<file path="src/rtl/rv32i_pkg.sv">
// Shared definitions for the rv32i memory arbiter: FSM states, owner codes and
// default bus widths.
package rv32i_pkg;

  localparam int ADDR_W_DEF = 32;
  localparam int DATA_W_DEF = 32;

  typedef logic [1:0] state_t;
  localparam state_t ST_IDLE   = 2'd0;
  localparam state_t ST_ACCESS = 2'd1;
  localparam state_t ST_RESP   = 2'd2;

  typedef logic [1:0] owner_t;
  localparam owner_t OWN_NONE = 2'd0;
  localparam owner_t OWN_I    = 2'd1;
  localparam owner_t OWN_D    = 2'd2;

endpackage

</file>
<file path="src/rtl/rv32i_arb_timer.sv">
// Wait counter for one memory transaction; it stops counting once it reaches
// TIMEOUT and flags expired from then on.
module rv32i_arb_timer #(
  parameter int TIMEOUT = 255,
  parameter int CNT_W   = $clog2(TIMEOUT + 1)
) (
  input  logic             clk,
  input  logic             reset,
  input  logic             clear,
  input  logic             load,
  input  logic [CNT_W-1:0] load_val,
  input  logic             en,
  output logic             expired
);

  logic [CNT_W-1:0] cnt_q;
  logic [CNT_W-1:0] cnt_d;

  assign expired = (cnt_q == CNT_W'(TIMEOUT));

  // Next count: clear wins over load, load wins over counting.
  always_comb begin
    cnt_d = cnt_q;
    if (clear) begin
      cnt_d = '0;
    end else if (load) begin
      cnt_d = load_val;
    end else if (en && !expired) begin
      cnt_d = cnt_q + CNT_W'(1);
    end else begin
      cnt_d = cnt_q;
    end
  end

  // Counter register.
  always_ff @(posedge clk) begin
    if (!reset) begin
      cnt_q <= '0;
    end else begin
      cnt_q <= cnt_d;
    end
  end

endmodule

</file>
<file path="src/rtl/rv32i_mem_arbiter.sv">
// Shares the core's unified memory port between fetch and load/store: data has
// priority, a streak limit protects fetch, and a watchdog ends stuck accesses.
module rv32i_mem_arbiter
  import rv32i_pkg::*;
#(
  parameter int ADDR_W       = ADDR_W_DEF,
  parameter int DATA_W       = DATA_W_DEF,
  parameter int MAX_D_STREAK = 4,
  parameter int TIMEOUT      = 255
) (
  input  logic              clk,
  input  logic              reset,
  input  logic              i_req,
  input  logic [ADDR_W-1:0] i_addr,
  output logic              i_ack,
  output logic              i_err,
  output logic [DATA_W-1:0] i_rdata,
  input  logic              d_req,
  input  logic              d_we,
  input  logic [3:0]        d_be,
  input  logic [ADDR_W-1:0] d_addr,
  input  logic [DATA_W-1:0] d_wdata,
  output logic              d_ack,
  output logic              d_err,
  output logic [DATA_W-1:0] d_rdata,
  output logic              m_req,
  output logic              m_we,
  output logic [3:0]        m_be,
  output logic [ADDR_W-1:0] m_addr,
  output logic [DATA_W-1:0] m_wdata,
  input  logic              m_ack,
  input  logic [DATA_W-1:0] m_rdata,
  output logic [1:0]        owner
);

  localparam int STREAK_W = $clog2(MAX_D_STREAK + 1);
  localparam int TMR_W    = $clog2(TIMEOUT + 1);

  state_t              state_q, state_d;
  owner_t              owner_q, owner_d;
  logic [STREAK_W-1:0] streak_q, streak_d;
  logic                m_req_q, m_req_d;
  logic                m_we_q, m_we_d;
  logic [3:0]          m_be_q, m_be_d;
  logic [ADDR_W-1:0]   m_addr_q, m_addr_d;
  logic [DATA_W-1:0]   m_wdata_q, m_wdata_d;
  logic                i_ack_q, i_ack_d, i_err_q, i_err_d;
  logic                d_ack_q, d_ack_d, d_err_q, d_err_d;
  logic [DATA_W-1:0]   i_rdata_q, i_rdata_d, d_rdata_q, d_rdata_d;
  logic                d_wins;
  logic                tmr_clear, tmr_load, tmr_en, tmr_expired;

  rv32i_arb_timer #(
    .TIMEOUT (TIMEOUT),
    .CNT_W   (TMR_W)
  ) u_timer (
    .clk      (clk),
    .reset    (reset),
    .clear    (tmr_clear),
    .load     (tmr_load),
    .load_val (TMR_W'(1)),
    .en       (tmr_en),
    .expired  (tmr_expired)
  );

  assign d_wins = d_req && (!i_req || (streak_q < STREAK_W'(MAX_D_STREAK)));

  // Arbitration, handshake and response sequencing.
  always_comb begin
    state_d   = state_q;
    owner_d   = owner_q;
    streak_d  = streak_q;
    m_req_d   = m_req_q;
    m_we_d    = m_we_q;
    m_be_d    = m_be_q;
    m_addr_d  = m_addr_q;
    m_wdata_d = m_wdata_q;
    i_ack_d   = 1'b0;
    i_err_d   = 1'b0;
    i_rdata_d = '0;
    d_ack_d   = 1'b0;
    d_err_d   = 1'b0;
    d_rdata_d = '0;
    tmr_clear = 1'b0;
    tmr_load  = 1'b0;
    tmr_en    = 1'b0;
    case (state_q)
      ST_IDLE: begin
        if (d_wins) begin
          state_d   = ST_ACCESS;
          owner_d   = OWN_D;
          streak_d  = i_req ? (streak_q + STREAK_W'(1)) : '0;
          m_req_d   = 1'b1;
          m_we_d    = d_we;
          m_be_d    = d_be;
          m_addr_d  = d_addr;
          m_wdata_d = d_wdata;
          tmr_load  = 1'b1;
        end else if (i_req) begin
          state_d   = ST_ACCESS;
          owner_d   = OWN_I;
          streak_d  = '0;
          m_req_d   = 1'b1;
          m_we_d    = 1'b0;
          m_be_d    = 4'hF;
          m_addr_d  = i_addr;
          m_wdata_d = '0;
          tmr_load  = 1'b1;
        end else begin
          state_d = ST_IDLE;
          owner_d = OWN_NONE;
        end
      end
      ST_ACCESS: begin
        tmr_en = 1'b1;
        // A completion in the same cycle as expiry still counts as success.
        if (m_ack || tmr_expired) begin
          state_d = ST_RESP;
          m_req_d = 1'b0;
          if (owner_q == OWN_I) begin
            i_ack_d   = 1'b1;
            i_err_d   = !m_ack;
            i_rdata_d = m_ack ? m_rdata : '0;
          end else begin
            d_ack_d   = 1'b1;
            d_err_d   = !m_ack;
            d_rdata_d = m_ack ? m_rdata : '0;
          end
        end else begin
          state_d = ST_ACCESS;
        end
      end
      ST_RESP: begin
        state_d   = ST_IDLE;
        owner_d   = OWN_NONE;
        tmr_clear = 1'b1;
      end
      default: begin
        state_d   = ST_IDLE;
        owner_d   = OWN_NONE;
        m_req_d   = 1'b0;
        tmr_clear = 1'b1;
      end
    endcase
  end

  // State and output registers.
  always_ff @(posedge clk) begin
    if (!reset) begin
      state_q   <= ST_IDLE;
      owner_q   <= OWN_NONE;
      streak_q  <= '0;
      m_req_q   <= 1'b0;
      m_we_q    <= 1'b0;
      m_be_q    <= 4'h0;
      m_addr_q  <= '0;
      m_wdata_q <= '0;
      i_ack_q   <= 1'b0;
      i_err_q   <= 1'b0;
      i_rdata_q <= '0;
      d_ack_q   <= 1'b0;
      d_err_q   <= 1'b0;
      d_rdata_q <= '0;
    end else begin
      state_q   <= state_d;
      owner_q   <= owner_d;
      streak_q  <= streak_d;
      m_req_q   <= m_req_d;
      m_we_q    <= m_we_d;
      m_be_q    <= m_be_d;
      m_addr_q  <= m_addr_d;
      m_wdata_q <= m_wdata_d;
      i_ack_q   <= i_ack_d;
      i_err_q   <= i_err_d;
      i_rdata_q <= i_rdata_d;
      d_ack_q   <= d_ack_d;
      d_err_q   <= d_err_d;
      d_rdata_q <= d_rdata_d;
    end
  end

  assign owner   = owner_q;
  assign m_req   = m_req_q;
  assign m_we    = m_we_q;
  assign m_be    = m_be_q;
  assign m_addr  = m_addr_q;
  assign m_wdata = m_wdata_q;
  assign i_ack   = i_ack_q;
  assign i_err   = i_err_q;
  assign i_rdata = i_rdata_q;
  assign d_ack   = d_ack_q;
  assign d_err   = d_err_q;
  assign d_rdata = d_rdata_q;

endmodule

</file>
<file path="config.mk">
export PLATFORM = sky130hd
export DESIGN_NAME = rv32i_mem_arbiter
export DESIGN_NICKNAME = d
export VERILOG_FILES = /design/src/rtl/rv32i_pkg.sv /design/src/rtl/rv32i_arb_timer.sv /design/src/rtl/rv32i_mem_arbiter.sv
export SDC_FILE = /design/constraint.sdc
export NUM_CORES = 1
export LEC_CHECK = 0
export BUFFER_PORTS_ARGS = -buffer_cell sky130_fd_sc_hd__buf_2
export CORE_ASPECT_RATIO = 1.5
export CORE_MARGIN = 3
export CORE_UTILIZATION = 42
export CTS_BUF_LIST = sky130_fd_sc_hd__clkbuf_4
export DETAILED_ROUTE_END_ITERATION = 7
export GPL_ROUTABILITY_DRIVEN = 1
export GPL_TIMING_DRIVEN = 0
export PLACE_DENSITY = 0.78
export SETUP_SLACK_MARGIN = 0.05
export SLEW_MARGIN = 20
export SYNTH_ARGS = -nofsm -noshare
export SYNTH_HDL_FRONTEND = slang
export SYNTH_SLANG_ARGS = --single-unit
</file>
<file path="constraint.sdc">
create_clock -name clk -period 1.4 [get_ports clk]
set_input_delay 0.28 -clock clk [delete_from_list [all_inputs] [get_ports clk]]
set_output_delay 0.28 -clock clk [all_outputs]
set_load 0.02 [all_outputs]
</file>
==> results.md <==
- I/O Pins: 278
- Post-layout nets: 1091
- Diode count: 0
- Max-slew headroom: 0.580
- GPL Wtd Cong: 0.835
- Clock sink count: 153
- Post-synthesis mux area share: 0.0622
- CP Launch Type: flop
- Core Footprint: 12600 sq um
- Max cap viols: 0
- Drc violations: 0
- Hold WC Path Type: input pin to flop
- Reg2Reg Depth: 6
- First-pass GRT wire length: 27300 microns
- Largest stage delay on the critical path: 0.48 ns
- Cell family contributing the most delay on the critical path: simple AND/OR/NAND/NOR gates
- Gate Count Post-Synth: 539
- FF+latch count, synth: 153
- Initial antenna violation count: 0
- Die area: 14500 sq um
- Synth Area per Inst: 10.2 sq um
- Required time of the critical path: 1.85 ns
- CP Buf/Inv Count: 1
- Pins Over Slew Limit: 0
- Ranking of synthesized cells by area: dfxtp_1 56%, mux2i_1 6.2%, o211a_1 6.0%
- CTS tree: built
- Final Setup Violations: 77
- RSZ-0062 raised after global routing: yes
- Ratio of final minimum period to clock period: 1.09
- Clock slew at reported path FFs: 0.14 ns
- Routed WL per cell: 18.9 microns
- Vias in the first global route: 5602
- Syn Nets: 679
- Final WS setup: -0.129 ns
- WHS Path Cells: 3
- Most frequent cells after synthesis: 153 x dfxtp_1, 76 x nor2_1, 70 x nand2_1
- Synth Area in Adders: 0.00457
- Post-synthesis cell type count: 44
- Synth top area share: 0.560
- All-layer global routing usage: 0.234
- H-Tree Depth: 4
- Critical path endpoint: u_timer.cnt_q[7]$_SDFFE_PP0P_
- CTS Buf Count: 17
- Synth area leader: dfxtp_1
- DRT Pass-1 Iters: 4
- CTS max path bufs: 2
- Die W: 99.2 microns
- Share of cells above drive strength 1: 0.617
- Number of nets with antenna violations after routing: 0
- Count leader, synth: dfxtp_1
- Post-Synth Simple-Gate Area: 0.191
- Post-Layout Cell Count: 1120
- Worst R2R Setup Slack: -0.13 ns
- Largest net degree at the start of global routing: 18
- Synthesized area: 5470 sq um
- Seq/Total Area, Yosys: 0.560
- Async SR Flop Fraction: 0
- Leakage: 4.67 nW
- Ys flop type: dfxtp_1
- Post-route cell area: 9830 sq um
- Clk_lat worst skew: 0.54 ns
- Worst setup path start: u_timer.cnt_q[1]$_SDFFE_PP0P_
- DR vias/cell: 5.12
- Largest family of logic cells by synthesized area: simple AND/OR/NAND/NOR gates
- Final wirelength: 21100 microns
- Yosys warns: 0
- Peak VDD IR: 0.000746 V
- Row count: 50
- CTS Root Cell: clkbuf_4
- Clock Skew: 0.0426 ns
- Worst R2R Start: u_timer.cnt_q[1]$_SDFFE_PP0P_
- Number of synthesized flops with an enable pin: 0
- Grt ovf: 0
- Port-buffer cells: 277
- Worst path depth: 6
- Max Clk Rate: 654 MHz
- Slew @ Worst Pin: 0.631 ns
- Crit-path slowest cell: or4_1
- FF-to-FF End: u_timer.cnt_q[7]$_SDFFE_PP0P_
- Vias post-DR: 5733
- Detailed Route Iter0 Violations: 159
- Status: finished, violations left
- Final Hold Fails: 0
- Tmin final: 1.53 ns
- Placed cell count: 972
- Post-synthesis xor/xnor area fraction: 0.00800
- CP Class: flop to flop
- Critical path peak fanout: 4
- Failing checks: negative setup slack
- Crit path cell chain: ha_4, nand4_1, buf_4, o21ai_2, or4_1, a21oi_1
- DPL Wire Length: 11400 microns
- Critical path data arrival time: 1.98 ns
- Area after DPL: 7130 sq um
- Initial Util: 0.433
- Final Power: 0.0101 W
- Pwr dens: 1030 nW/um^2
- Area Overhead vs Synth: 79.7%
- Die Y: 146 microns
- Post-synthesis compound-gate area fraction: 0.134
- CP Capture Type: flop
## layout make-up
| cell class | instances | area, sq um |
|---|---|---|
| fill | 712 | 2810 |
| inverter | 3 | 11.3 |
| timing repair buffer | 394 | 3120 |
| clock inverter | 15 | 183 |
| multi-input combinational | 345 | 2680 |
| clock buffer | 17 | 128 |
| tap | 156 | 195 |
| buffer | 37 | 329 |
| sequential | 153 | 3190 |
## cells in the final DEF, fill, tap and decap left out, drive strengths merged, types with 5 or more instances in the layout
cell type    count
a21oi            7
a22oi           34
buf            358
clkbuf          36
dfxtp          153
dlygate4sd3     54
inv             10
mux2i           34
nand2           71
nand2b           5
nor2            78
nor2b           37
nor3b            5
o211a           33
## power breakdown
group	internal (W)	switching (W)	leakage (nW)
combinational	0.00123	0.00117	3.23
sequential	0.00462	0.000175	1.28
clock	0.000993	0.00192	0.153
total	0.00684	0.00326	4.67
## logic make-up after synthesis
family	after synthesis
compound gates	88
xor+xnor	5
fa+ha+maj	2
buf+inv	41
flops	153
mux	34
simple gates	216
## sequential cells by signal, summed over array words and instances (netlist names), 2 cells and up
name / count
d_rdata: 32
i_rdata: 32
m_addr: 32
m_wdata: 32
u_timer.cnt_q: 8
m_be: 4
streak_q: 3
owner: 2
state_q: 2
## worst min-delay path: cells and delay by family
family                 cells  cell delay [ns]
buffers and inverters      1             0.08
AOI/OAI and AO/OA          1             0.04
and+or+nand+nor            1             0.10
## through the flow
step	setup slack [ns]	utilization	hold WS (ns)	TNS (ns)
final	-0.129	0.778	0.0354	-6.03
after global routing	-0.202	0.778	-0.0104	-13.17
after CTS	-0.134	0.689	0.00222	-7.12
after detailed placement	-0.355	0.564	0.480	-23.71
after global placement	-0.347	0.564	0.475	-23.52
after floorplan	0.0372	-	0.425	0
## per-layer routing
metal | up-vias | share of wire | global-route usage
met2 | 284 | 0.55 | 0.455
met1 | 2727 | 0.34 | 0.228
li1 | 2668 | - | -
met3 | 54 | 0.075 | 0.0628
met5 | - | 0 | 0
met4 | 0 | 0.036 | 0.0861
## worst min path at each step
stage / start / to
after floorplan: m_rdata[0] / i_rdata[0]$_SDFF_PN0_
after global placement: m_addr[30]$_SDFFE_PN0P_ / m_addr[30]$_SDFFE_PN0P_
after detailed placement: m_addr[5]$_SDFFE_PN0P_ / m_addr[5]$_SDFFE_PN0P_
after CTS: d_wdata[30] / m_wdata[30]$_SDFFE_PN0P_
after global routing: m_rdata[16] / i_rdata[16]$_SDFF_PN0_
final: d_wdata[31] / m_wdata[31]$_SDFFE_PN0P_
## timing repair
action	CTS	global route
endpoints found under the hold margin	78	1
buffers inserted	19	34
cloned	8	5
setup endpoints to repair	216	265
hold buffers	53	1
pin swaps	17	12
resized for setup	191	265
(Power assumes the default switching activity.)
